### src/rtl/sd_cmd_response_rx.sv
// SD CMD-line response receiver: deserializes R1/R1b/R2/R3/R6 MSB first, checks framing/CRC7/index
// and emits register-bank load strobes. Define SD_RESP_BUSY_WAIT_EN for the R1b DAT0 busy wait.
module sd_cmd_response_rx #(
    parameter int unsigned NCR_MAX = 64
) (
    input  logic         clk,
    input  logic         reset,
    input  logic         cmd_in,
    input  logic         start,
    input  logic [2:0]   resp_type,
    input  logic [5:0]   exp_index,
    input  logic         r2_is_csd,
    input  logic         dat0_in,
    output logic         busy,
    output logic         done,
    output logic         timeout_err,
    output logic         crc_err,
    output logic         index_err,
    output logic         end_err,
    output logic [127:0] resp_data,
    output logic [63:0]  stat_data,
    output logic         cid_en,
    output logic         csd_en,
    output logic         ocr_en,
    output logic         rca_en,
    output logic         stat_en
);

    typedef enum logic [2:0] {StIdle, StWaitStart, StRecv, StBusy, StFinish} state_e;

    localparam logic [2:0] TypeR1  = 3'd1;
    localparam logic [2:0] TypeR1b = 3'd2;
    localparam logic [2:0] TypeR2  = 3'd3;
    localparam logic [2:0] TypeR3  = 3'd4;
    localparam logic [2:0] TypeR6  = 3'd6;
    localparam logic [7:0] NcrLast = 8'(NCR_MAX - 1);

    state_e         state_q, state_d;
    logic [2:0]     type_q, type_d;
    logic [5:0]     idx_q, idx_d;
    logic           csd_q, csd_d;
    logic [7:0]     cnt_q, cnt_d;
    logic [127:0]   sr_q, sr_d;
    logic [6:0]     crc_q, crc_d;
    logic           frame_bad_q, frame_bad_d;
    logic           busy_q, busy_d;
    logic           done_q, done_d;
    logic           tout_q, tout_d;
    logic           crc_err_q, crc_err_d;
    logic           idx_err_q, idx_err_d;
    logic           end_err_q, end_err_d;
    logic [127:0]   resp_q, resp_d;
    logic [63:0]    stat_q, stat_d;
    logic           cid_en_q, cid_en_d;
    logic           csd_en_q, csd_en_d;
    logic           ocr_en_q, ocr_en_d;
    logic           rca_en_q, rca_en_d;
    logic           stat_en_q, stat_en_d;

    logic       type_valid;
    logic       is_r1, is_r1b, is_r2, is_r3, is_r6;
    logic       crc_bad, idx_bad, end_bad, any_bad;
    logic       crc_fb;
    logic [6:0] crc_step;
    logic [7:0] first_cnt;

`ifndef SD_RESP_BUSY_WAIT_EN
    logic unused_dat0;
    assign unused_dat0 = dat0_in;
`endif

    assign type_valid = (resp_type == TypeR1) || (resp_type == TypeR1b) || (resp_type == TypeR2) ||
                        (resp_type == TypeR3) || (resp_type == TypeR6);
    assign is_r1  = (type_q == TypeR1);
    assign is_r1b = (type_q == TypeR1b);
    assign is_r2  = (type_q == TypeR2);
    assign is_r3  = (type_q == TypeR3);
    assign is_r6  = (type_q == TypeR6);

    // After the frame, sr_q holds the last 128 received bits; sr_q[0] is the end bit.
    assign crc_bad = !is_r3 && (crc_q != sr_q[7:1]);
    assign idx_bad = (is_r1 || is_r1b || is_r6) && (sr_q[45:40] != idx_q);
    assign end_bad = frame_bad_q || !sr_q[0];
    assign any_bad = crc_bad || idx_bad || end_bad;

    assign crc_fb    = cmd_in ^ crc_q[6];
    assign crc_step  = {crc_q[5:3], crc_q[2] ^ crc_fb, crc_q[1:0], crc_fb};
    assign first_cnt = is_r2 ? 8'd135 : 8'd47;

    always_comb begin
        state_d     = state_q;
        type_d      = type_q;
        idx_d       = idx_q;
        csd_d       = csd_q;
        cnt_d       = cnt_q;
        sr_d        = sr_q;
        crc_d       = crc_q;
        frame_bad_d = frame_bad_q;
        busy_d      = busy_q;
        done_d      = 1'b0;
        tout_d      = tout_q;
        crc_err_d   = crc_err_q;
        idx_err_d   = idx_err_q;
        end_err_d   = end_err_q;
        resp_d      = resp_q;
        stat_d      = stat_q;
        cid_en_d    = 1'b0;
        csd_en_d    = 1'b0;
        ocr_en_d    = 1'b0;
        rca_en_d    = 1'b0;
        stat_en_d   = 1'b0;

        unique case (state_q)
            StIdle: begin
                if (start) begin
                    if (type_valid) begin
                        type_d      = resp_type;
                        idx_d       = exp_index;
                        csd_d       = r2_is_csd;
                        tout_d      = 1'b0;
                        crc_err_d   = 1'b0;
                        idx_err_d   = 1'b0;
                        end_err_d   = 1'b0;
                        frame_bad_d = 1'b0;
                        crc_d       = 7'd0;
                        cnt_d       = 8'd1;
                        busy_d      = 1'b1;
                        state_d     = StWaitStart;
                    end else begin
                        done_d = 1'b1;
                    end
                end
            end
            StWaitStart: begin
                // The arm clock counts as the first Ncr clock.
                if (!cmd_in) begin
                    cnt_d   = first_cnt;
                    state_d = StRecv;
                end else if (cnt_q == NcrLast) begin
                    tout_d  = 1'b1;
                    state_d = StFinish;
                end else begin
                    cnt_d = cnt_q + 8'd1;
                end
            end
            StRecv: begin
                // cnt_q - 1 is the frame position of the bit being sampled.
                cnt_d = cnt_q - 8'd1;
                sr_d  = {sr_q[126:0], cmd_in};
                if ((cnt_q == first_cnt) && cmd_in) begin
                    frame_bad_d = 1'b1;
                end
                if ((cnt_q >= 8'd9) && (!is_r2 || (cnt_q <= 8'd128))) begin
                    crc_d = crc_step;
                end
                if (cnt_q == 8'd1) begin
`ifdef SD_RESP_BUSY_WAIT_EN
                    state_d = is_r1b ? StBusy : StFinish;
`else
                    state_d = StFinish;
`endif
                end
            end
            StBusy: begin
`ifdef SD_RESP_BUSY_WAIT_EN
                if (dat0_in) begin
                    state_d = StFinish;
                end
`else
                state_d = StFinish;
`endif
            end
            StFinish: begin
                state_d = StIdle;
                busy_d  = 1'b0;
                done_d  = 1'b1;
                if (!tout_q) begin
                    crc_err_d = crc_bad;
                    idx_err_d = idx_bad;
                    end_err_d = end_bad;
                    resp_d    = is_r2 ? {sr_q[127:1], 1'b0} : {96'd0, sr_q[39:8]};
                    if (is_r1 || is_r1b) begin
                        stat_d = {26'd0, sr_q[45:40], sr_q[39:8]};
                    end else if (is_r6) begin
                        stat_d = {26'd0, sr_q[45:40], 16'd0, sr_q[23:8]};
                    end
                    if (!any_bad) begin
                        stat_en_d = is_r1 || is_r1b || is_r6;
                        rca_en_d  = is_r6;
                        ocr_en_d  = is_r3;
                        csd_en_d  = is_r2 && csd_q;
                        cid_en_d  = is_r2 && !csd_q;
                    end
                end
            end
            default: state_d = StIdle;
        endcase
    end

    always_ff @(posedge clk or negedge reset) begin
        if (!reset) begin
            state_q     <= StIdle;
            type_q      <= 3'd0;
            idx_q       <= 6'd0;
            csd_q       <= 1'b0;
            cnt_q       <= 8'd0;
            sr_q        <= 128'd0;
            crc_q       <= 7'd0;
            frame_bad_q <= 1'b0;
            busy_q      <= 1'b0;
            done_q      <= 1'b0;
            tout_q      <= 1'b0;
            crc_err_q   <= 1'b0;
            idx_err_q   <= 1'b0;
            end_err_q   <= 1'b0;
            resp_q      <= 128'd0;
            stat_q      <= 64'd0;
            cid_en_q    <= 1'b0;
            csd_en_q    <= 1'b0;
            ocr_en_q    <= 1'b0;
            rca_en_q    <= 1'b0;
            stat_en_q   <= 1'b0;
        end else begin
            state_q     <= state_d;
            type_q      <= type_d;
            idx_q       <= idx_d;
            csd_q       <= csd_d;
            cnt_q       <= cnt_d;
            sr_q        <= sr_d;
            crc_q       <= crc_d;
            frame_bad_q <= frame_bad_d;
            busy_q      <= busy_d;
            done_q      <= done_d;
            tout_q      <= tout_d;
            crc_err_q   <= crc_err_d;
            idx_err_q   <= idx_err_d;
            end_err_q   <= end_err_d;
            resp_q      <= resp_d;
            stat_q      <= stat_d;
            cid_en_q    <= cid_en_d;
            csd_en_q    <= csd_en_d;
            ocr_en_q    <= ocr_en_d;
            rca_en_q    <= rca_en_d;
            stat_en_q   <= stat_en_d;
        end
    end

    assign busy        = busy_q;
    assign done        = done_q;
    assign timeout_err = tout_q;
    assign crc_err     = crc_err_q;
    assign index_err   = idx_err_q;
    assign end_err     = end_err_q;
    assign resp_data   = resp_q;
    assign stat_data   = stat_q;
    assign cid_en      = cid_en_q;
    assign csd_en      = csd_en_q;
    assign ocr_en      = ocr_en_q;
    assign rca_en      = rca_en_q;
    assign stat_en     = stat_en_q;

endmodule

### config.mk
export PLATFORM = sky130hd
export DESIGN_NAME = sd_cmd_response_rx
export DESIGN_NICKNAME = d
export VERILOG_FILES = /design/src/rtl/sd_cmd_response_rx.sv
export SDC_FILE = /design/constraint.sdc
export NUM_CORES = 1
export LEC_CHECK = 0
export CAP_MARGIN = 10
export CORE_MARGIN = 1
export CORE_UTILIZATION = 35
export CTS_BUF_LIST = sky130_fd_sc_hd__clkbuf_4 sky130_fd_sc_hd__clkbuf_8 sky130_fd_sc_hd__clkbuf_16
export DETAILED_ROUTE_END_ITERATION = 10
export GPL_TIMING_DRIVEN = 0
export PLACE_DENSITY = 0.58
export RECOVER_POWER = 25
export SYNTH_ARGS = -nofsm -noshare
export SYNTH_HDL_FRONTEND = slang
export SYNTH_SLANG_ARGS = --single-unit
### constraint.sdc
create_clock -name clk -period 2.3 [get_ports clk]
set_clock_uncertainty 0.15 [all_clocks]
set_input_delay 0.345 -clock clk [delete_from_list [all_inputs] [get_ports clk]]
set_output_delay 0.345 -clock clk [all_outputs]
set_load 0.005 [all_outputs]
==> results.md, run 1 <==
* Comb power frac at about a quarter
* Synth warnings at 0
* Seq/Total Area, Yosys at approximately 60%
* Final WL at ~38000 um
* Mux cell area share after synthesis at under 10%
* Area Growth Syn to Fin at 29.9%
* Vias at about 11000
* Post-Synth XOR/XNOR Area at ~1.1%
* Area leader, netlist: dfrtp_1
* Rel. slew slack at about 52%
* Final core occ at between 40% and 50%
* Post-synthesis async set-or-reset flop share at 100%
* Int Pwr at around 13 mW
* Cell area after synthesis at around 14000 um2
* Number of synthesized flops with an enable pin at 0
* Core Region at slightly below 40000 um2
* Initial DRC Count at approximately 720
* Antenna violations before repair at 1
* Number of vias per cell at approximately 4.7
* Largest cells by area after synthesis: dfrtp_1, nand2_1, nand3_1
* Top_reg_cell synth: dfrtp_1
* Cells after synthesis at around 1500
* Worst R2R Path Depth at 4
* DR WL/cell at about 17 um
* Root Driver: clkbuf_16
* Max-slew violation count at 0
* Clock power frac at 33.8%
* Leakage at between 9 and 10 nW
* Synthesized flop and latch total at 334
* Status: finished, final reports clean
* Die area at just over 40000 um2
* Fin. Hold Viols at 0
* Simple-Gate Fraction of Synth Area at between 20% and 30%
* P_sw at 6.27 mW
* Vias in the first global route at between 10000 and 15000
* Clock latency on the worst-skew pair at approximately 560 ps
* FP Rows at 72
* CP Max Fanout at 10
* Pwr per Cell Area at around 1000 nW/um2
* Total gr overflow at 0
* Final nets at around 1800
* Post-Route Setup TNS at 0 ps
* Flop-to-flop setup slack at around 120 ps
* Final Instance Area at 18000 um2
* Crit path arrival time at ~2500 ps
* Tmin final at roughly 2200 ps
* Antenna violation net count after detailed routing at 0
* Least-Margin Pin Slew at roughly 700 ps
* Clock buffer depth at 3
* Instance area at placement at roughly 17000 um2
* Clock tree sinks at around 330
* Hold WC Path Type: input port to async pin
* GRT Total Usage at about a fifth
* Type of origin of the critical path: register
* CTS tree: done
* Synth Area in Compound Gates at between 4 and 5%
* Area of the multi-input gates at between 4000 and 5000 um2
* Sw Ratio at between 30 and 40%
* Synth top area share at between 60% and 70%
* # DRC at 0
* Synth cell types at 65
* H-tree depth at 2
* WS Path Type: register to register
* Starting Density at 35.7%
* Nature of the critical path endpoint: register
* Synth Area in Adders at 0.360%
* CTS buffer count at 39
* Reg clk slew, reported paths at around 60 ps
* Seq pwr share at just under 40%
* Die W at just over 200 um
* Syn Area/Cell at between 9 and 10 um2
* Data required time of the worst path at approximately 2600 ps
* Main combinational cell family by area after synthesis: simple AND/OR/NAND/NOR gates
* First-pass iteration count of the detailed router at 5
* GPL Wtd Cong at 0.836
* R2R Path Start: state_q[1]
* Fin crit share at between 90% and 100%
* Peak supply drop at ~540 uV
* Fmax achieved at approximately 460 MHz
* FF/Latch Area at 8360 um2
* Reg-to-reg endpoint: state_q[2]
* Fillers at around 3700
* HPWL Detailed at roughly 26000 um
* IO Port Bufs at 190
* Share of cells above drive strength 1 at 12.0%
* # setup viols final at 0
* # IOs at between 200 and 250
* Max Cap Viol at 0
* Die Ht at between 200 and 250 um
* First-pass GRT wire length at between 60000 and 70000 um
* Largest net degree at the start of global routing at between 100 and 150
* Final Hold Slack at 81.3 ps
[layer usage]
| layer | vias to the layer above | part of all wire, % | GRT usage, % |
|---|---|---|---|
| met3 | 77 | 6.9 | 5.13 |
| met4 | 0 | 2.6 | 5.68 |
| li1 | 5247 | - | - |
| met5 | - | 0 | 0 |
| met2 | 313 | 44 | 29.3 |
| met1 | 5187 | 46 | 26.1 |
[layout by cell type (no fill, tap or decap), types with 4 or more instances in the layout]
master           synthesis  final
a21oi_1                  9      9
a22o_1                  15     15
a31oi_1                 34     34
buf_1                    6      4
buf_2                   35     35
buf_4                   27     32
buf_6                    4      4
clkbuf_1                49     31
clkbuf_16                0     40
clkbuf_2                 0     14
clkbuf_4                 0      5
clkbuf_8                 0     14
clkdlybuf4s50_1          0    188
clkinv_2                 0      6
clkinvlp_4               0      4
conb_1                   1     26
dfrtp_1                334    333
ha_1                     4      4
inv_1                   10     10
mux2_2                  24     24
mux2_4                   7      7
mux2i_1                 10     10
nand2_1                659    659
nand3_1                104    104
nor2_1                  43     43
nor3_1                   6      6
nor4_1                   4      4
o21ai_0                  8      8
o21ai_1                  7      7
xnor2_1                 11     11
xor2_1                   6      6
[registers in the layout, summed over array words and instances (netlist names), 3 cells and up]
| signal | flops |
|---|---|
| stat_data | 38 |
| type_q | 3 |
| sr_q | 128 |
| cnt_q | 8 |
| state_q | 3 |
| crc_q | 7 |
| resp_data | 128 |
| idx_q | 6 |
[synth_stat cells, types with 3 or more instances]
master / instances
buf_2: 35
mux2_4: 7
clkbuf_1: 49
buf_1: 6
buf_4: 27
buf_6: 4
a22o_1: 15
nor3_1: 6
nor4_1: 4
a31oi_1: 34
nor2_1: 43
nand2b_1: 3
mux2_2: 24
a21oi_1: 9
o21ai_0: 8
dfrtp_1: 334
a32o_1: 3
or3b_2: 3
nand3_1: 104
xor2_1: 6
mux2i_1: 10
ha_1: 4
inv_1: 10
xnor2_1: 11
o21ai_1: 7
nand2_1: 659
[what timing repair did]
| item | in CTS | in global routing |
|---|---|---|
| hold buffers | 1 | 0 |
| setup endpoints to repair | 210 | 105 |
| hold endpoints to repair | 141 | 0 |
| pin swaps | 0 | 1 |
| buffers inserted | 0 | 3 |
| resized for setup | 10 | 24 |
[worst max path at each step]
| stage | startpoint | to | cells after the start |
|---|---|---|---|
| 4_1_cts | state_q[0] | stat_data[27] | 7 |
| 3_5_place_dp | state_q[1] | resp_data[99] | 7 |
| 5_1_grt | state_q[0] | resp_data[30] | 7 |
| 2_1_floorplan | cnt_q[0] | cnt_q[0] | 7 |
| 3_3_place_gp | reset | resp_data[62] | 1 |
| 6_report | state_q[1] | state_q[2] | 4 |
[worst max-delay path, cell delays in order (launching register included)]
cell	delay [ps]
dfrtp_1	530
nor3b_4	490
clkbuf_1	470
o21ai_0	270
o211a_1	170
[kinds of logic after synthesis]
| kind of cell | Yosys count |
|---|---|
| xor gates and xnor gates | 17 |
| other | 1 |
| AOI/OAI and AO/OA | 94 |
| muxes | 41 |
| adders and majority gates | 4 |
| and+or+nand+nor | 850 |
| buffers and inverters | 131 |
| DFF | 334 |
[power by group through the flow]
stage | Sequential [mW] | Combinational, mW | Clock [mW]
after floorplan | 7.32 | 2.88 | 0
after global placement | 7.53 | 4.88 | 0
after detailed placement | 7.55 | 4.97 | 0
after CTS | 7.44 | 5.01 | 6.53
after global routing | 7.58 | 5.50 | 6.76
final | 7.47 | 4.97 | 6.36
[cell type report]
class                      instances  share of cell area [%]
tap                              518                    3.59
inverter                          10                   0.208
sequential                       334                    46.3
buffer                           117                    3.54
timing repair buffer             197                    11.2
clock buffer                      59                    6.82
clock inverter                    13                   0.638
multi-input combinational       1032                    27.6
antenna                            1                  0.0139
[per-stage QoR]
step	power [mW]	instances	setup WS [ps]
final	18.8	2281	120
after global routing	19.9	2280	-6.13
after CTS	19.0	2281	5.69
after detailed placement	12.5	2208	-451
after global placement	12.4	2205	-13940
after floorplan	10.2	1497	300
Note: power is estimated with default switching activity, not from simulation.
==> run 2, diff against run 1 <==
--- a/config.mk
+++ b/config.mk
@@ -7,11 +7,11 @@
 export LEC_CHECK = 0
 export CAP_MARGIN = 10
 export CORE_MARGIN = 1
-export CORE_UTILIZATION = 35
+export CORE_UTILIZATION = 54
 export CTS_BUF_LIST = sky130_fd_sc_hd__clkbuf_4 sky130_fd_sc_hd__clkbuf_8 sky130_fd_sc_hd__clkbuf_16
 export DETAILED_ROUTE_END_ITERATION = 10
 export GPL_TIMING_DRIVEN = 0
-export PLACE_DENSITY = 0.58
+export PLACE_DENSITY = 0.82
 export RECOVER_POWER = 25
 export SYNTH_ARGS = -nofsm -noshare
 export SYNTH_HDL_FRONTEND = slang
==> results.md, run 2 (same netlist as run 1, synthesis figures left out) <==
* Data required time of the worst path at 2540 ps
* Pwr per Cell Area at approximately 1000 nW/um2
* First-pass GRT wire length at roughly 57000 um
* # setup viols final at 0
* Die area at roughly 26000 um2
* Total gr overflow at 0
* Initial DRC Count at ~1100
* Crit path arrival time at around 2500 ps
* Hold Crit Depth at 2
* Crit path largest cell delay at between 500 and 600 ps
* Tmin final at 2220 ps
* Flop-to-flop setup slack at 80 ps
* Commonest non-fill, non-tap cells in the layout: nand2_1, dfrtp_1, clkdlybuf4s50_1
* Share of cells above drive strength 1 at 11.1%
* Antenna violations before repair at 4
* Worst path slowest cell: o41ai_1
* HPWL Detailed at about 24000 um
* Fmax achieved at 450 MHz
* Area of the multi-input gates at roughly 5000 um2
* Comb power frac at 27.4%
* Setup WS pre-CTS at -249 ps
* Post-CTS Setup Repair Bufs at 0
* Hold WC Path Type: input port to register
* FP Rows at 58
* Fin. Hold Viols at 0
* Worst Setup Slack, final at just under 80 ps
* Clock tree sinks at about 330
* Leakage at about 9.0 nW
* Antenna violation net count after detailed routing at 0
* Final nets at 1743
* Peak supply drop at 572 uV
* GPL Wtd Cong at approximately 0.84
* First-pass iteration count of the detailed router at 6
* Instance area at placement at 16400 um2
* CTS tree: done
* Reg clk slew, reported paths at 60 ps
* Type of origin of the critical path: register
* Vias at ~11000
* Sw Ratio at between 30% and 40%
* Rel. slew slack at approximately a fifth
* Status: finished, final reports clean
* Nature of the critical path endpoint: register
* Seq pwr share at 41.3%
* Least-Margin Pin Slew at between 1000 and 1500 ps
* Clock latency on the worst-skew pair at approximately 520 ps
* Root Driver: clkbuf_16
* RSZ-0062 raised after global routing: no
* # IOs at 218
* IO Port Bufs at 190
* Worst R2R Path Depth at 5
* Number of vias per cell at 5.38
* Max-slew violation count at 0
* CP cell instances: xnor2_1, nand4_1, o41ai_1, nand3_1, nor3_2
* Largest net degree at the start of global routing at 134
* Starting Density at 55.1%
* Area Growth Syn to Fin at 26.3%
* H-tree depth at 2
* CP Max Fanout at 4
* Critical hold path startpoint: exp_index[1]
* Fin crit share at a little over nine tenths
* Final WL at roughly 35000 um
* Top delay family on crit path: simple AND/OR/NAND/NOR gates
* Reg-to-reg endpoint: ocr_en
* P_sw at about 6.0 mW
* # DRC at 0
* Most common cell after layout, fill and taps aside: nand2_1
* Vias in the first global route at 11027
* GRT Total Usage at approximately 28%
* Clock buffer depth at 3
* Final Instance Area at 17500 um2
* Uppermost layer routed: met5
* Core Region at around 25000 um2
* WS Path Type: register to register
* Max Cap Viol at 0
* Int Pwr at between 10 and 15 mW
* Worst Hold End: idx_q[1]
* Bufs and invs on worst path at 0
* Clock power frac at a little under a third
* Fillers at between 1500 and 2000
* Wl on met1 at between 10000 and 15000 um
* Die W at around 160 um
* FF/Latch Area at 8360 um2
* DR WL/cell at 17.0 um
* R2R Path Start: sr_q[7]
* Metal3 WL at 2790 um
* CTS buffer count at 34
* Die Ht at around 160 um
* WL met2 at 17100 um
## run 2: cell type report
type,instances,share of cell area [%]
antenna,2,0.0285
buffer,119,3.67
clock buffer,49,5.82
clock inverter,12,0.756
inverter,10,0.214
multi-input combinational,1032,28.3
sequential,334,47.7
tap,330,2.35
timing repair buffer,193,11.2
## run 2: how the worst max path moves through the flow
| stage | startpoint | to | depth (start not counted) |
|---|---|---|---|
| final | sr_q[7] | ocr_en | 5 |
| after global routing | cnt_q[0] | cnt_q[4] | 7 |
| after CTS | state_q[0] | resp_data[46] | 7 |
| after detailed placement | state_q[0] | resp_data[95] | 7 |
| after global placement | reset | resp_data[81] | 1 |
| after floorplan | cnt_q[0] | cnt_q[0] | 7 |
## run 2: power by group through the flow
stage	logic, mW	clock network [mW]	registers (mW)
floorplan	2.88	0	7.32
global placement	4.65	0	7.49
detailed placement	4.81	0	7.51
CTS	4.89	5.67	7.42
global route	5.39	5.90	7.52
finish	4.92	5.64	7.44
## run 2: repair_timing
item,4_1_cts,5_1_grt
setup endpoints to repair,200,112
hold buffers,1,0
endpoints found under the hold margin,79,0
resized for setup,4,27
## run 2: per-layer routing
layer  global-route usage, %  up-vias
met1                    36.0     5443
met4                    10.3        4
met5                       0        -
met3                    6.65       90
li1                        -     5207
met2                    44.7      451
## run 2: stage by stage
step	hold slack [ps]	instances	power, mW	setup TNS, ps	util (%)
floorplan	-101	1497	10.2	0	-
detailed placement	229	2019	12.3	-19920	64.9
CTS	282	2081	18.0	0	69.6
global route	287	2079	18.8	0	69.6
global placement	298	2017	12.1	-4451260	64.7
finish	291	2081	18.0	0	69.6
==> run 3, diff against run 2 <==
--- a/config.mk
+++ b/config.mk
@@ -6,13 +6,14 @@
 export NUM_CORES = 1
 export LEC_CHECK = 0
 export CAP_MARGIN = 10
-export CORE_MARGIN = 1
 export CORE_UTILIZATION = 54
 export CTS_BUF_LIST = sky130_fd_sc_hd__clkbuf_4 sky130_fd_sc_hd__clkbuf_8 sky130_fd_sc_hd__clkbuf_16
 export DETAILED_ROUTE_END_ITERATION = 10
 export GPL_TIMING_DRIVEN = 0
 export PLACE_DENSITY = 0.82
 export RECOVER_POWER = 25
+export REMOVE_ABC_BUFFERS = 1
 export SYNTH_ARGS = -nofsm -noshare
 export SYNTH_HDL_FRONTEND = slang
 export SYNTH_SLANG_ARGS = --single-unit
+export TNS_END_PERCENT = 5
==> results.md, run 3 (same netlist as run 1, synthesis figures left out) <==
* Setup WS pre-CTS at -501 ps
* GPL Wtd Cong at between 0.8 and 0.9
* CP startpoint: state_q[1]
* Final Instance Area at 17500 um2
* First-pass GRT wire length at between 50000 and 60000 um
* Area Growth Syn to Fin at 26.1%
* CTS tree: done
* Critical hold path startpoint: exp_index[4]
* # setup viols final at 5
* Leakage at a little under 9 nW
* Core Region at 25200 um2
* Clock tree sinks at 334
* H-tree depth at 2
* Initial DRC Count at about 970
* Worst Setup Slack, final at -94.8 ps
* Power, Total at between 15 and 20 mW
* RSZ-0062 raised after global routing: yes
* Area of the multi-input gates at 5010 um2
* Hold WC Path Type: input port to register
* Root Driver: clkbuf_16
* Commonest non-fill, non-tap cells in the layout: nand2_1, dfrtp_1, clkdlybuf4s50_1
* Worst Hold End: idx_q[4]
* Antenna violations before repair at 1
* Fin. Hold Viols at 0
* WL met2 at 16200 um
* HPWL Detailed at 20200 um
* Number of vias per cell at approximately 5.4
* Uppermost layer routed: met4
* Antenna violation net count after detailed routing at 0
* Least-Margin Pin Slew at around 1300 ps
* Wl on met1 at about 14000 um
* Final WL at around 34000 um
* Clock latency on the worst-skew pair at 500 ps
* Total gr overflow at 0
* Rel. slew slack at 11.9%
* Die Ht at about 160 um
* Die area at around 26000 um2
* Most common cell after layout, fill and taps aside: nand2_1
* Vias at ~11000
* Data required time of the worst path at about 2600 ps
* Max-slew violation count at 0
* Failing checks: setup timing
* Status: finished with violations
* Largest net degree at the start of global routing at between 100 and 150
* CP Max Fanout at 21
* GRT Total Usage at 25.5%
* Final nets at 1652
* IO Port Bufs at 190
* Fmax achieved at ~420 MHz
* Starting Density at between 50% and 60%
* DR WL/cell at between 15 and 20 um
* Type of origin of the critical path: register
* Tmin final at about 2400 ps
* # DRC at 0
* Crit path arrival time at roughly 2700 ps
* WS Path Type: register to register
* Nature of the critical path endpoint: register
* Share of cells above drive strength 1 at 9.16%
* CTS buffer count at 35
* Pwr per Cell Area at around 1100 nW/um2
* Die W at roughly 160 um
* Worst R2R Path Depth at 6
* FF/Latch Area at approximately 8400 um2
* Clock buffer depth at 3
* Instance area at placement at 16100 um2
* Vias in the first global route at roughly 10000
* Reg clk slew, reported paths at roughly 70 ps
* Max Cap Viol at 0
* Reg-to-reg endpoint: cnt_q[5]
* Hold Crit Depth at 2
* Fillers at between 1500 and 2000
* FP Rows at a little under 60
* First-pass iteration count of the detailed router at 6
* R2R Path Start: state_q[1]
* Final core occ at 69.5%
* Metal3 WL at between 1500 and 2000 um
* Fin crit share at 104%
* Flop-to-flop setup slack at -90 ps
* # IOs at about 220
* Peak supply drop at 958 uV
-- run 3: changes by cell type in the layout (fill, tap and decap cells not counted), moves of 5 or more --
cell and change:
buf_16 +7, buf_1 -5, buf_2 -35, buf_12 +7, clkbuf_16 +5, clkbuf_2 -14
buf_4 -21, clkbuf_1 -33
-- run 3: stage by stage --
step / std cells / TNS, ps / hold WS (ps)
floorplan: 1376 / -550940 / -101
global placement: 1896 / -5671090 / 300
detailed placement: 1914 / -33390 / 286
CTS: 1983 / -4660 / 286
global route: 1989 / -14320 / 296
finish: 1990 / -177 / 301
-- run 3: routing by layer --
| layer | track usage [%] | up-vias |
|---|---|---|
| li1 | - | 5039 |
| met1 | 35.1 | 5362 |
| met2 | 40.9 | 365 |
| met3 | 4.38 | 71 |
| met4 | 9.22 | 0 |
| met5 | 0 | - |
-- run 3: layout make-up --
type | count | area share, %
sequential | 334 | 47.8
multi-input combinational | 1035 | 28.6
timing repair buffer | 217 | 13.8
clock buffer | 52 | 6.15
tap | 330 | 2.36
clock inverter | 11 | 1.06
inverter | 10 | 0.214
antenna | 1 | 0.0143
-- run 3: worst max path at each step --
stage | to | slack (ps)
final | cnt_q[5] | -90
after global routing | cnt_q[5] | -210
after CTS | crc_q[0] | -210
after detailed placement | stat_data[10] | -500
after global placement | sr_q[127] | -13300
after floorplan | state_q[2] | -2980
-- run 3: critical path: stages (launching register included) --
cell and delay (ps):
dfrtp_2 500, nor3b_4 670, buf_16 230, buf_8 200, nand2_1 110, o32a_1 320, o21ai_1 110
-- run 3: what timing repair did --
item                                   CTS  global route
endpoints found under the hold margin   92             0
pin swaps                                8             4
setup endpoints to repair              165            74
gates resized for setup                  5             8
hold buffers                             1             0
setup buffers                            4             4
cloned                                   1             2
-- run 3: where the power goes --
part / switching, mW / total (mW) / leakage [nW] / internal [mW]
clock: 2.27 / 6.08 / 0.627 / 3.81
combinational: 2.86 / 5.00 / 3.66 / 2.15
sequential: 0.862 / 7.54 / 4.52 / 6.68
